<file path="src/rtl/cdb_arbiter.sv">
// Common data bus arbiter: one holding slot per functional unit, one registered broadcast per cycle.
// Policy: round-robin by default; define CDB_OLDEST_FIRST_EN for oldest-ROB-entry-first.
package cdb_pkg;
  localparam int NUM_ROB_ENTRIES = 8;
  localparam int ROB_W           = $clog2(NUM_ROB_ENTRIES);

  typedef struct packed {
    logic             valid;
    logic [ROB_W-1:0] rob_entry_idx;
    logic [5:0]       pd;
    logic [31:0]      data;
  } cdb_entry_t;
endpackage

module cdb_arbiter
  import cdb_pkg::*;
#(
  parameter int NUM_REQ = 5
) (
  input  logic                   clk,
  input  logic                   rst_n,
  input  logic                   flush,
  input  logic [ROB_W-1:0]       rob_head,
  input  logic [NUM_REQ-1:0]     req_valid,
  input  cdb_entry_t [NUM_REQ-1:0] req_data,
  output logic [NUM_REQ-1:0]     req_ready,
  output cdb_entry_t             cdb_out,
  output logic                   cdb_valid
);

  localparam int PTR_W = $clog2(NUM_REQ);

  logic [NUM_REQ-1:0]       hold_valid;
  cdb_entry_t [NUM_REQ-1:0] hold_data;
  logic [NUM_REQ-1:0]       grant;
  logic                     grant_any;
  logic [PTR_W-1:0]         grant_idx;
  cdb_entry_t               bcast;
  cdb_entry_t               cdb_q;

`ifdef CDB_OLDEST_FIRST_EN
  // Age is distance from the ROB head; the ROB depth is a power of two so the subtract wraps.
  logic [ROB_W-1:0] age;
  logic [ROB_W-1:0] best_age;

  always_comb begin
    // NOTE: every output of a combinational block gets a default first, so no path infers a latch.
    grant_any = 1'b0;
    grant_idx = '0;
    best_age  = '1;
    age       = '0;
    for (int i = 0; i < NUM_REQ; i++) begin
      age = hold_data[i].rob_entry_idx - rob_head;
      if (hold_valid[i] && (!grant_any || age < best_age)) begin
        grant_any = 1'b1;
        grant_idx = PTR_W'(i);
        best_age  = age;
      end
    end
  end
`else
  localparam int CW = PTR_W + 1;

  logic [PTR_W-1:0] rr_ptr;
  logic [PTR_W-1:0] rr_nxt;
  logic [CW-1:0]    cand;
  logic             unused_rob_head;

  assign unused_rob_head = ^rob_head;

  always_comb begin
    // NOTE: every output of a combinational block gets a default first, so no path infers a latch.
    grant_any = 1'b0;
    grant_idx = '0;
    cand      = '0;
    for (int k = 0; k < NUM_REQ; k++) begin
      cand = {1'b0, rr_ptr} + CW'(k);
      if (cand >= CW'(NUM_REQ)) cand = cand - CW'(NUM_REQ);
      if (!grant_any && hold_valid[cand]) begin
        grant_any = 1'b1;
        grant_idx = cand[PTR_W-1:0];
      end
    end
  end

  assign rr_nxt = (grant_idx == PTR_W'(NUM_REQ - 1)) ? '0 : grant_idx + 1'b1;
`endif

  always_comb begin
    grant = '0;
    if (grant_any) grant[grant_idx] = 1'b1;
    bcast       = hold_data[grant_idx];
    bcast.valid = 1'b1;
  end

  // A granted slot frees up on the same edge, so it can be refilled without a bubble.
  assign req_ready = {NUM_REQ{!flush}} & (~hold_valid | grant);

  // NOTE: sequential state uses non-blocking assignments so every flop samples pre-edge values.
  always_ff @(posedge clk or negedge rst_n) begin
    if (!rst_n) begin
      hold_valid <= '0;
      cdb_q      <= '0;
`ifndef CDB_OLDEST_FIRST_EN
      rr_ptr     <= '0;
`endif
    end else if (flush) begin
      hold_valid  <= '0;
      cdb_q.valid <= 1'b0;
    end else begin
      hold_valid <= (hold_valid & ~grant) | (req_valid & req_ready);
      if (grant_any) begin
        cdb_q <= bcast;
`ifndef CDB_OLDEST_FIRST_EN
        rr_ptr <= rr_nxt;
`endif
      end else begin
        cdb_q.valid <= 1'b0;
      end
    end
  end

  // NOTE: payload storage has no reset; hold_valid alone decides whether a slot's contents matter.
  always_ff @(posedge clk) begin
    for (int i = 0; i < NUM_REQ; i++) begin
      if (req_valid[i] && req_ready[i]) hold_data[i] <= req_data[i];
    end
  end

  assign cdb_out   = cdb_q;
  assign cdb_valid = cdb_q.valid;

endmodule

</file>
<file path="config.mk">
export PLATFORM = sky130hd
export DESIGN_NAME = cdb_arbiter
export DESIGN_NICKNAME = d
export VERILOG_FILES = /design/src/rtl/cdb_arbiter.sv
export SDC_FILE = /design/constraint.sdc
export NUM_CORES = 1
export LEC_CHECK = 0
export BUFFER_PORTS_ARGS = -buffer_cell sky130_fd_sc_hd__buf_2
export CAP_MARGIN = 10
export CORE_MARGIN = 2
export CORE_UTILIZATION = 54
export DETAILED_ROUTE_END_ITERATION = 7
export PLACE_DENSITY = 0.79
export SLEW_MARGIN = 20
export SYNTH_ARGS = -nofsm -noshare
export SYNTH_HDL_FRONTEND = slang
export SYNTH_SLANG_ARGS = --single-unit
</file>
<file path="constraint.sdc">
create_clock -name clk -period 5.5 [get_ports clk]
set_input_delay 1.1 -clock clk [delete_from_list [all_inputs] [get_ports clk]]
set_output_delay 1.1 -clock clk [all_outputs]
set_load 0.05 [all_outputs]
</file>
==> impl_metrics.csv <==
group,metric,value,unit
synth,ys_seq_elements,255,
floorplan,die_area,0.0217,sq mm
clock_tree,cts_tree,"yes",
floorplan,initial_core_util,0.549,
synth,syn_avg_cell_area,14.5,sq um
cells_and_area,nets,1256,
cells_and_area,fillers,1445,
timing,finalSetupViolCount,0,
timing,slew_violations,0,
timing,clock.fmax,0.190,GHz
placement,dpl.hpwl,17800,um
synth,synth_ff_type,"edfxtp_1",
synth,syn_nets,996,
timing,clock_skew,22.2,ps
synth,synth-seq-area-share,0.667,
synth,synth_edf_count,205,
global_route,antenna_found_initial,9,
clock_tree,hold_buffers,0,
run_status,outcome,"finished, final reports clean",
hold_path,hold_depth,1,
critical_path,start_kind,"register",
flow_run,maxCapViolations,0,
drt,viasPerCell,5.67,
critical_path,cp-end-kind,"primary output",
critical_path,arrival,4170,ps
synth,yosys.area.top_type,"edfxtp_1",
timing,setup-tns-final,0,ps
placement,routabilityCongestion,0.897,
cells_and_area,final_layout_size_suffix_gt1_frac,0.370,
drt,num_vias,7499,
critical_path,r2r_end,"cdb_out[15]$_DFFE_PN0P_",
critical_path,worstRegToRegCells,16,
synth,synthesis.area,0.0111,sq mm
critical_path,worst_ep_required_time,4400,ps
drt,drc,0,
clock_tree,clkLatencyLatePin,550,ps
global_route,grt_pass1_wl,42600,um
drt,wl_per_cell,20.9,um
clock_tree,clkTransAtPathRegs,60,ps
critical_path,crit_path_max_fanout,9,
floorplan,core,0.0202,sq mm
hold_path,hold_end,"cdb_out[11]$_DFFE_PN0P_",
drt,drt-initial-drc-count,465,
critical_path,criticalPathCategory,"reg -> out",
floorplan,num_rows,52,
synth,ys_top_cells_by_count,"edfxtp_1 (205), nor2_1 (66), a21oi_1 (58), mux2i_1 (52), dfrtp_1 (50)",
synth,synth_top_area_share,0.554,
drt,dr.pass1.iters,5,
critical_path,r2r_slack,830,ps
synth,synthTopCellsByArea,"edfxtp_1 (55%), dfrtp_1 (11%), mux2i_1 (4.7%), a32oi_1 (3.3%), a21oi_1 (2.6%)",
timing,hold_viol,0,
synth,yosysWarnings,0,
clock_tree,h-tree-depth,1,
cells_and_area,synthToLayoutAreaGrowth,22.3,%
drt,antenna_left,0,
timing,relSlewSlack,0.420,
drt,routed_wl,27700,um
clock_tree,numCtsBuffers,26,
timing,period_share,0.959,
clock_tree,clock_sinks,255,
clock_tree,cts_buffer_depth,3,
placement,io_buffers,260,
synth,async_flop_share,0.196,
floorplan,fp.dieW,147,um
cells_and_area,fin_util,0.671,
floorplan,die_y,147,um
synth,ys_types,79,
timing,tightest_slew,870,ps
global_route,grt_remaining_overflow,0,
clock_tree,clockRootBuffer,"clkbuf_16",
global_route,track_usage,0.256,
critical_path,reg2reg_from,"rr_ptr[1]$_DFFE_PN0P_",
timing,finalCriticalPeriod,5270,ps
synth,synth_cells,765,
global_route,grt_max_degree,71,
synth,yosysMostFrequentCell,"edfxtp_1",
floorplan,ioPinCount,269,
global_route,grt_pass1_vias,7792,
hold_path,hp-class,"reg -> reg",
hold_path,hp-start,"cdb_out[11]$_DFFE_PN0P_",
timing,timing.hold.ws,480,ps
timing,rsz0062_at_grt,"no",
-- per-layer routing --
layer / track usage / up-vias / part of all wire / wire, um
li1: - / 3480 / - / -
met1: 0.322 / 3655 / 0.40 / 11100
met2: 0.441 / 295 / 0.50 / 13800
met3: 0.0506 / 67 / 0.062 / 1730
met4: 0.100 / 2 / 0.038 / 1060
met5: 0 / - / 0.00040 / 11
-- state kept, by name (all words and copies together) (netlist names) --
signal and flops:
rr_ptr 3, cdb_valid 1, hold_data 205, cdb_out 41, hold_valid 5
-- per-stage QoR --
stage               instance area (sq um)  cells  worst slack [ps]
floorplan                           11100    765              54.5
global placement                    12700   1264               623
detailed placement                  12700   1264               559
CTS                                 13500   1312              55.1
global route                        13600   1322              34.4
finish                              13600   1323               226
-- worst max-delay path: stages, from the launching register on --
cell and delay [ps]:
dfrtp_1 380, inv_2 190, ha_1 190, inv_1 50
fa_1 430, a21oi_4 200, xnor2_1 180, mux2_2 390
o221a_2 310, and4_1 230, nand2b_2 140, a32oi_4 160
buf_4 160, o31a_1 310, nor2_2 90, clkbuf_4 230
-- cell usage in the layout (no fill, tap or decap), drive strengths merged, types with 22 or more instances in the layout --
cell,count
mux2,22
clkbuf,40
a32oi,42
mux2i,52
edfxtp,205
a21oi,61
buf,279
dfrtp,50
and2,46
nor2,67
-- how the worst max path moves through the flow --
stage / from / cells past startpoint / to
after floorplan: rr_ptr[1]$_DFFE_PN0P_ / 17 / hold_data[100]$_DFFE_PP_
after global placement: rr_ptr[2]$_DFFE_PN0P_ / 12 / req_ready[0]
after detailed placement: rr_ptr[2]$_DFFE_PN0P_ / 12 / req_ready[0]
after CTS: rr_ptr[0]$_DFFE_PN0P_ / 14 / req_ready[0]
after global routing: rr_ptr[0]$_DFFE_PN0P_ / 15 / req_ready[1]
final: rr_ptr[0]$_DFFE_PN0P_ / 15 / req_ready[1]
-- final cells by class --
cell class	instances	area (sq um)	share of cell area
Sequential cell	255	7410	0.545
Antenna cell	8	20.0	0.00147
Multi-Input combinational cell	449	3410	0.251
Timing Repair Buffer	281	1530	0.113
Inverter	12	50.0	0.00368
Tap cell	270	338	0.0249
Clock buffer	38	726	0.0534
Clock inverter	10	103	0.00755
-- timing repair --
| action | CTS | global route |
|---|---|---|
| gates resized for setup | 1 | 9 |
| buffers inserted | 0 | 3 |
| pin swaps | 0 | 1 |
| hold endpoints to repair | 0 | 0 |
| setup endpoints to repair | 1 | 3 |
-- cell families after synthesis --
group,share of synthesized area
AOI/OAI and AO/OA,0.134
xor gates and xnor gates,0.00394
adders and majority gates,0.0119
buffers and inverters,0.0314
DFF,0.667
muxes,0.0715
and+or+nand+nor,0.0807
Power is not shown: default switching activity piles up to over one toggle a cycle in this logic, so the estimate is an artifact.
